$ cat src/rtl/switch_crossbar_sched_pkg.sv
// Shared types and helpers for the iSLIP crossbar scheduler slice.
package switch_crossbar_sched_pkg;

  typedef enum logic {
    PAIR_FREE   = 1'b0,
    PAIR_LOCKED = 1'b1
  } pair_state_e;

  function automatic int unsigned sel_width(input int unsigned radix);
    return (radix > 1) ? $clog2(radix) : 1;
  endfunction

  // Flat bit position of the (input, output) pair in req/match.
  function automatic int unsigned pair_idx(input int unsigned i, input int unsigned o,
                                           input int unsigned radix);
    return i * radix + o;
  endfunction

endpackage

$ cat src/rtl/switch_crossbar_sched_if.sv
// Scheduler bus: VOQ requests / eop / output enables in, match matrix and decoded selects out.
interface switch_crossbar_sched_if
  import switch_crossbar_sched_pkg::*;
#(
  parameter int unsigned RADIX     = 4,
  parameter int unsigned SEL_WIDTH = sel_width(RADIX)
);
  logic [RADIX*RADIX-1:0]     req;
  logic [RADIX-1:0]           eop;
  logic [RADIX-1:0]           out_enable;
  logic [RADIX*RADIX-1:0]     match;
  logic [RADIX-1:0]           in_busy;
  logic [RADIX-1:0]           out_busy;
  logic [RADIX*SEL_WIDTH-1:0] in_sel;
  logic [RADIX*SEL_WIDTH-1:0] out_sel;

  modport master (
    output req, eop, out_enable,
    input  match, in_busy, out_busy, in_sel, out_sel
  );

  modport slave (
    input  req, eop, out_enable,
    output match, in_busy, out_busy, in_sel, out_sel
  );
endinterface

$ cat src/rtl/switch_rr_pick.sv
// Cyclic priority encoder: first set bit of req at or after ptr, as one-hot and index.
module switch_rr_pick #(
  parameter int unsigned REQ_WIDTH = 4,
  parameter int unsigned IDX_WIDTH = (REQ_WIDTH > 1) ? $clog2(REQ_WIDTH) : 1
) (
  input  logic [IDX_WIDTH-1:0] ptr,
  input  logic [REQ_WIDTH-1:0] req,
  output logic [REQ_WIDTH-1:0] gnt,
  output logic [IDX_WIDTH-1:0] idx
);

  logic                 found;
  logic [IDX_WIDTH-1:0] pos;

  // Walk positions by explicit wrap instead of modulo so non-power-of-2 widths stay exact.
  always_comb begin
    gnt   = '0;
    idx   = '0;
    found = 1'b0;
    pos   = ptr;
    for (int unsigned k = 0; k < REQ_WIDTH; k++) begin
      if (!found && req[pos]) begin
        found    = 1'b1;
        gnt[pos] = 1'b1;
        idx      = pos;
      end
      pos = (pos == IDX_WIDTH'(REQ_WIDTH - 1)) ? '0 : pos + 1'b1;
    end
  end

endmodule

$ cat src/rtl/switch_crossbar_sched.sv
// Single-iteration iSLIP scheduler with per-packet locking of matched input/output pairs.
module switch_crossbar_sched
  import switch_crossbar_sched_pkg::*;
#(
  parameter int unsigned RADIX     = 4,
  parameter int unsigned SEL_WIDTH = sel_width(RADIX)
) (
  input  logic                   clk,
  input  logic                   rst,
  switch_crossbar_sched_if.slave bus
);

  pair_state_e          state_q    [RADIX][RADIX];
  pair_state_e          state_d    [RADIX][RADIX];
  logic [SEL_WIDTH-1:0] g_ptr_q    [RADIX];
  logic [SEL_WIDTH-1:0] g_ptr_d    [RADIX];
  logic [SEL_WIDTH-1:0] a_ptr_q    [RADIX];
  logic [SEL_WIDTH-1:0] a_ptr_d    [RADIX];

  logic [RADIX-1:0]     locked_row [RADIX];  // [input][output]
  logic [RADIX-1:0]     grant_req  [RADIX];  // [output][input]
  logic [RADIX-1:0]     grant      [RADIX];  // [output][input]
  logic [SEL_WIDTH-1:0] grant_idx  [RADIX];
  logic [RADIX-1:0]     accept_req [RADIX];  // [input][output]
  logic [RADIX-1:0]     accept     [RADIX];  // [input][output]
  logic [SEL_WIDTH-1:0] accept_idx [RADIX];
  logic [RADIX-1:0]     in_busy;
  logic [RADIX-1:0]     out_busy;
  logic [RADIX-1:0]     out_elig;
  logic [RADIX-1:0]     out_accepted;

  logic [RADIX*RADIX-1:0]     match_w;
  logic [RADIX*SEL_WIDTH-1:0] in_sel_w;
  logic [RADIX*SEL_WIDTH-1:0] out_sel_w;

  function automatic logic [SEL_WIDTH-1:0] ptr_inc(input logic [SEL_WIDTH-1:0] p);
    return (p == SEL_WIDTH'(RADIX - 1)) ? '0 : p + 1'b1;
  endfunction

  always_comb begin
    in_busy  = '0;
    out_busy = '0;
    for (int unsigned i = 0; i < RADIX; i++) begin
      for (int unsigned o = 0; o < RADIX; o++) begin
        locked_row[i][o] = (state_q[i][o] == PAIR_LOCKED);
        in_busy[i]       = in_busy[i]  | locked_row[i][o];
        out_busy[o]      = out_busy[o] | locked_row[i][o];
      end
    end
  end

  // Busy state comes from the registered locks, so a pair released this cycle stays ineligible.
  assign out_elig = ~out_busy & bus.out_enable;

  always_comb begin
    for (int unsigned o = 0; o < RADIX; o++) begin
      for (int unsigned i = 0; i < RADIX; i++) begin
        grant_req[o][i] = bus.req[pair_idx(i, o, RADIX)] & ~in_busy[i] & out_elig[o];
      end
    end
  end

  for (genvar o = 0; o < RADIX; o++) begin : g_grant
    switch_rr_pick #(.REQ_WIDTH(RADIX), .IDX_WIDTH(SEL_WIDTH)) u_pick (
      .ptr (g_ptr_q[o]),
      .req (grant_req[o]),
      .gnt (grant[o]),
      .idx (grant_idx[o])
    );
  end

  always_comb begin
    for (int unsigned i = 0; i < RADIX; i++) begin
      for (int unsigned o = 0; o < RADIX; o++) begin
        accept_req[i][o] = grant[o][i];
      end
    end
  end

  for (genvar i = 0; i < RADIX; i++) begin : g_accept
    switch_rr_pick #(.REQ_WIDTH(RADIX), .IDX_WIDTH(SEL_WIDTH)) u_pick (
      .ptr (a_ptr_q[i]),
      .req (accept_req[i]),
      .gnt (accept[i]),
      .idx (accept_idx[i])
    );
  end

  always_comb begin
    out_accepted = '0;
    for (int unsigned i = 0; i < RADIX; i++) begin
      out_accepted = out_accepted | accept[i];
    end
  end

  always_comb begin
    state_d = state_q;
    g_ptr_d = g_ptr_q;
    a_ptr_d = a_ptr_q;
    for (int unsigned i = 0; i < RADIX; i++) begin
      for (int unsigned o = 0; o < RADIX; o++) begin
        case (state_q[i][o])
          PAIR_FREE:   if (accept[i][o]) state_d[i][o] = PAIR_LOCKED;
          PAIR_LOCKED: if (bus.eop[i])   state_d[i][o] = PAIR_FREE;
          default:                       state_d[i][o] = PAIR_FREE;
        endcase
      end
      if (|accept[i]) a_ptr_d[i] = ptr_inc(accept_idx[i]);
    end
    // The accepted input of output o is the one it granted.
    for (int unsigned o = 0; o < RADIX; o++) begin
      if (out_accepted[o]) g_ptr_d[o] = ptr_inc(grant_idx[o]);
    end
  end

  always_ff @(posedge clk) begin
    if (rst) begin
      for (int unsigned i = 0; i < RADIX; i++) begin
        for (int unsigned o = 0; o < RADIX; o++) begin
          state_q[i][o] <= PAIR_FREE;
        end
        g_ptr_q[i] <= '0;
        a_ptr_q[i] <= '0;
      end
    end else begin
      state_q <= state_d;
      g_ptr_q <= g_ptr_d;
      a_ptr_q <= a_ptr_d;
    end
  end

  always_comb begin
    match_w   = '0;
    in_sel_w  = '0;
    out_sel_w = '0;
    for (int unsigned i = 0; i < RADIX; i++) begin
      for (int unsigned o = 0; o < RADIX; o++) begin
        if (locked_row[i][o]) begin
          match_w[pair_idx(i, o, RADIX)]          = 1'b1;
          in_sel_w[i*SEL_WIDTH +: SEL_WIDTH]      = SEL_WIDTH'(o);
          out_sel_w[o*SEL_WIDTH +: SEL_WIDTH]     = SEL_WIDTH'(i);
        end
      end
    end
  end

  assign bus.match    = match_w;
  assign bus.in_busy  = in_busy;
  assign bus.out_busy = out_busy;
  assign bus.in_sel   = in_sel_w;
  assign bus.out_sel  = out_sel_w;

endmodule

$ cat src/flat_wrapper.sv
// flat-port wrapper written by rule: the top's interface ports become plain ports
module switch_crossbar_sched_flat import switch_crossbar_sched_pkg::*;
#(
  parameter int unsigned RADIX     = 4,
  parameter int unsigned SEL_WIDTH = sel_width(RADIX)
)
  (clk, rst, bus_req, bus_eop, bus_out_enable, bus_match, bus_in_busy, bus_out_busy, bus_in_sel, bus_out_sel);
  switch_crossbar_sched_if #(.RADIX(RADIX), .SEL_WIDTH(SEL_WIDTH)) bus_i ();
  input  logic clk;
  input  logic rst;
  input wire logic [$bits(bus_i.req)-1:0] bus_req;
  input wire logic [$bits(bus_i.eop)-1:0] bus_eop;
  input wire logic [$bits(bus_i.out_enable)-1:0] bus_out_enable;
  output wire logic [$bits(bus_i.match)-1:0] bus_match;
  output wire logic [$bits(bus_i.in_busy)-1:0] bus_in_busy;
  output wire logic [$bits(bus_i.out_busy)-1:0] bus_out_busy;
  output wire logic [$bits(bus_i.in_sel)-1:0] bus_in_sel;
  output wire logic [$bits(bus_i.out_sel)-1:0] bus_out_sel;
  assign bus_i.req = bus_req;
  assign bus_i.eop = bus_eop;
  assign bus_i.out_enable = bus_out_enable;
  assign bus_match = bus_i.match;
  assign bus_in_busy = bus_i.in_busy;
  assign bus_out_busy = bus_i.out_busy;
  assign bus_in_sel = bus_i.in_sel;
  assign bus_out_sel = bus_i.out_sel;
  switch_crossbar_sched #(.RADIX(RADIX), .SEL_WIDTH(SEL_WIDTH)) u_core (.clk(clk), .rst(rst), .bus(bus_i));
endmodule
$ cat config.mk
export PLATFORM = sky130hd
export DESIGN_NAME = switch_crossbar_sched_flat
export DESIGN_NICKNAME = d
export VERILOG_FILES = /design/src/rtl/switch_crossbar_sched_pkg.sv /design/src/rtl/switch_crossbar_sched_if.sv /design/src/rtl/switch_rr_pick.sv /design/src/rtl/switch_crossbar_sched.sv /design/src/flat_wrapper.sv
export SDC_FILE = /design/constraint.sdc
export NUM_CORES = 1
export LEC_CHECK = 0
export CORE_MARGIN = 3
export CORE_UTILIZATION = 54
export CTS_CLUSTER_DIAMETER = 200
export DETAILED_ROUTE_END_ITERATION = 12
export GPL_TIMING_DRIVEN = 1
export PLACE_DENSITY_LB_ADDON = 0.1
export SKIP_LAST_GASP = 1
export SLEW_MARGIN = 20
export SYNTH_ARGS = -nofsm -noshare
export SYNTH_HDL_FRONTEND = slang
export SYNTH_SLANG_ARGS = --single-unit
export TNS_END_PERCENT = 50
$ cat constraint.sdc
create_clock -name clk -period 4.4 [get_ports clk]
set_input_delay 0.88 -clock clk [delete_from_list [all_inputs] [get_ports clk]]
set_output_delay 0.88 -clock clk [all_outputs]
set_load 0.005 [all_outputs]
==> results.cfg <==
[final_layout]
antenna_cells = 0
final_common_cell = buf_4
final-seq-area_um2 = 642
layout_common_cells = buf_4, nand2_1, nor2_1
post-route-cell-area_um2 = 10400
area_growth_pct = 55.0
layout-drive-gt1-share_pct = 35.9
fin_util_pct = 86.2
stdcell_count = 1431
multi_input_area_um2 = 6230
num-nets-final = 1335
fillCellCount = 720

[clock_tree]
cts_tree = done
htreeDepth = 2
postCtsHoldBufs = 0
cts_buffers = 5
cts.path.max_buffers = 2
clkSlewWorstSetupHoldPaths_ns = 0.06
cts_sinks = 32
clk_latency_ns = 0.28
cts_root_buffer = clkbuf_16

[placed_design]
hpwl_um = 21200
dp.cells = 1391
port_buffers = 65
postPlaceCellArea_um2 = 9360
place_ws_ns = -0.683
place_congestion = 1.02

[yosys]
synth_area_leaders = dfxtp_1, ha_1, nand2_1
synth_edf_count = 0
syn_nets = 1013
synth_cells = 940
avgSynthCellArea_um2 = 7.14
ys_types = 87
ys_ff_latch = 32
synth-seq-area-share_pct = 9.55
yosys.area.top_type = dfxtp_1
synth_area_um2 = 6710
synth_flop_cell = dfxtp_1
synth_top_area_share_pct = 9.55
yosysWarnings = 0
async_flop_share_pct = 0

[detailed_routing]
postRouteAntennaNets = 0
drt_wl_total_um = 29500
wl_per_cell_um = 20.6
firstDrtPassIters = 8
drt_iter0_drc = 1286
dr_total_vias = 9773
via_per_inst = 6.83
route.detailed.drc = 0

[min_path]
hold_path.class = flop to flop
hold_start = u_core.locked_row[6]
hold_depth = 1
whs_endpoint = u_core.locked_row[6]

[status]
status = complete, but fails checks
violations = setup timing

[floorplanning]
dieArea_um2 = 13800
io_pins = 66
die_y_um = 117
std_cell_rows = 40
coreArea_um2 = 12100
initial_core_util_pct = 55.6
die_w_um = 117

[timing]
tightestPinTransition_ns = 0.721
rsz0062_at_grt = yes
fmaxAchievable_mhz = 226
finalMaxSlewViolations = 0
final_hold_viol_count = 0
layout_setup_ws_ns = -0.0310
min_period_ns = 4.43
fin_setup_tns_ns = -0.0471
fin_skew_ns = 0.00539
setup_viol = 2
timing.hold.ws_ns = 0.515
slew_headroom_pct = 51.8
fin_crit_sh_pct = 101

[grt]
grt_pass1_wl_um = 45000
grt_pass1_vias = 8917
grt_overflow_total = 0
antenna_found_initial = 1
track_usage_pct = 38.8
grt_start_max_net_pins = 26

[setup_path]
cp_data_arrival_time_ns = 4.60
cp_common_cell = buf_4
rr_startpoint = u_core.locked_row[12]
rr_endpoint = u_core.g_ptr_q[2]
critPathKind = flop to flop
startpoint_type = flop
critPathSlowestCell = or4b_4
reg2reg_slack_ns = -0.03
crit_chain = buf_4, nor4_2, buf_4, nand3b_1, buf_4, a21o_1, buf_4, a21oi_1, a311o_1, buf_4, nand2_1, buf_4, mux4_2, a221o_1, or4b_4, mux2_4
reg2reg_depth = 16
slowest_delay_ns = 0.57
cp-end-kind = flop
required_ns = 4.57
crit_path_max_fanout = 6

[pwr]
peakVddDrop_uv = 764
total_power_mw = 9.42
static-leakage-power_nw = 4.47
powerDensity_nw_per_um2 = 905

[flow_run]
max_cap_viol_count = 0
worst max-delay path, delay by kind of cell (launching register included):
family,cells,cell delay [ns]
and+or+nand+nor,4,1.14
buffers and inverters,6,1.04
AOI/OAI and AO/OA,4,0.98
muxes,2,0.81
DFF,1,0.34
routing by layer:
layer  share of wire (%)  global-route usage, %
met4                 5.4                   16.3
met3                  11                   7.02
met5               0.044                      0
met1                  38                   49.8
met2                  45                   64.0
synthesized netlist by cell type (15+ instances only):
cell type and count:
nand4_1 15, nor2_1 76, and2_1 17, clkbuf_1 33, o211ai_1 16, mux2i_1 16, nand2_1 84, dfxtp_1 32
ha_1 47, o21ai_0 53, a21o_1 15, nor3_1 34, nand3_1 33, o2111ai_1 15, a21oi_1 57, or2_2 16
a211oi_1 38, inv_1 62
worst max-delay path by stage:
stage | startpoint | endpoint | slack [ns]
after global routing | bus_req[11] | u_core.g_ptr_q[4] | -0.16
after CTS | bus_req[2] | u_core.a_ptr_q[7] | -0.04
after floorplan | bus_req[3] | u_core.g_ptr_q[2] | -0.07
after detailed placement | bus_req[3] | u_core.g_ptr_q[2] | -0.68
final | u_core.locked_row[12] | u_core.g_ptr_q[2] | -0.03
after global placement | bus_req[3] | u_core.g_ptr_q[2] | -0.63
kinds of logic (layout without fill, tap and decap cells):
kind of cell | count (synthesis) | after routing | synth area share (%)
flops | 32 | 32 | 9.55
buf+inv | 110 | 433 | 6.64
compound gates | 370 | 370 | 40.5
mux | 31 | 31 | 6.47
fa+ha+maj | 47 | 47 | 8.76
xor+xnor | 5 | 5 | 0.653
simple gates | 345 | 345 | 27.4
flip-flops by register name (all words and copies together) (netlist names):
signal             count
u_core.a_ptr_q         8
u_core.g_ptr_q         8
u_core.locked_row     16
power breakdown:
| part | switching, mW | internal (mW) | leakage, nW | total (mW) |
|---|---|---|---|---|
| clock network | 0.143 | 0.267 | 0.0808 | 0.410 |
| registers | 0.146 | 0.401 | 0.265 | 0.547 |
| logic | 4.39 | 4.07 | 4.12 | 8.46 |
| total | 4.68 | 4.74 | 4.47 | 9.42 |
cell type report:
cell class / count / share of cell area, %
Clock buffer: 6 / 1.24
Clock inverter: 2 / 0.337
Inverter: 66 / 2.41
Multi-Input combinational cell: 798 / 59.9
Sequential cell: 32 / 6.17
Tap cell: 168 / 2.02
Timing Repair Buffer: 359 / 27.9
what timing repair did:
item / 4_1_cts / 5_1_grt
pin swaps: 25 / 48
setup endpoints to repair: 19 / 19
hold endpoints to repair: 0 / 0
setup buffers: 15 / 18
resized for setup: 73 / 85
Note: power is estimated with default switching activity, not from simulation.
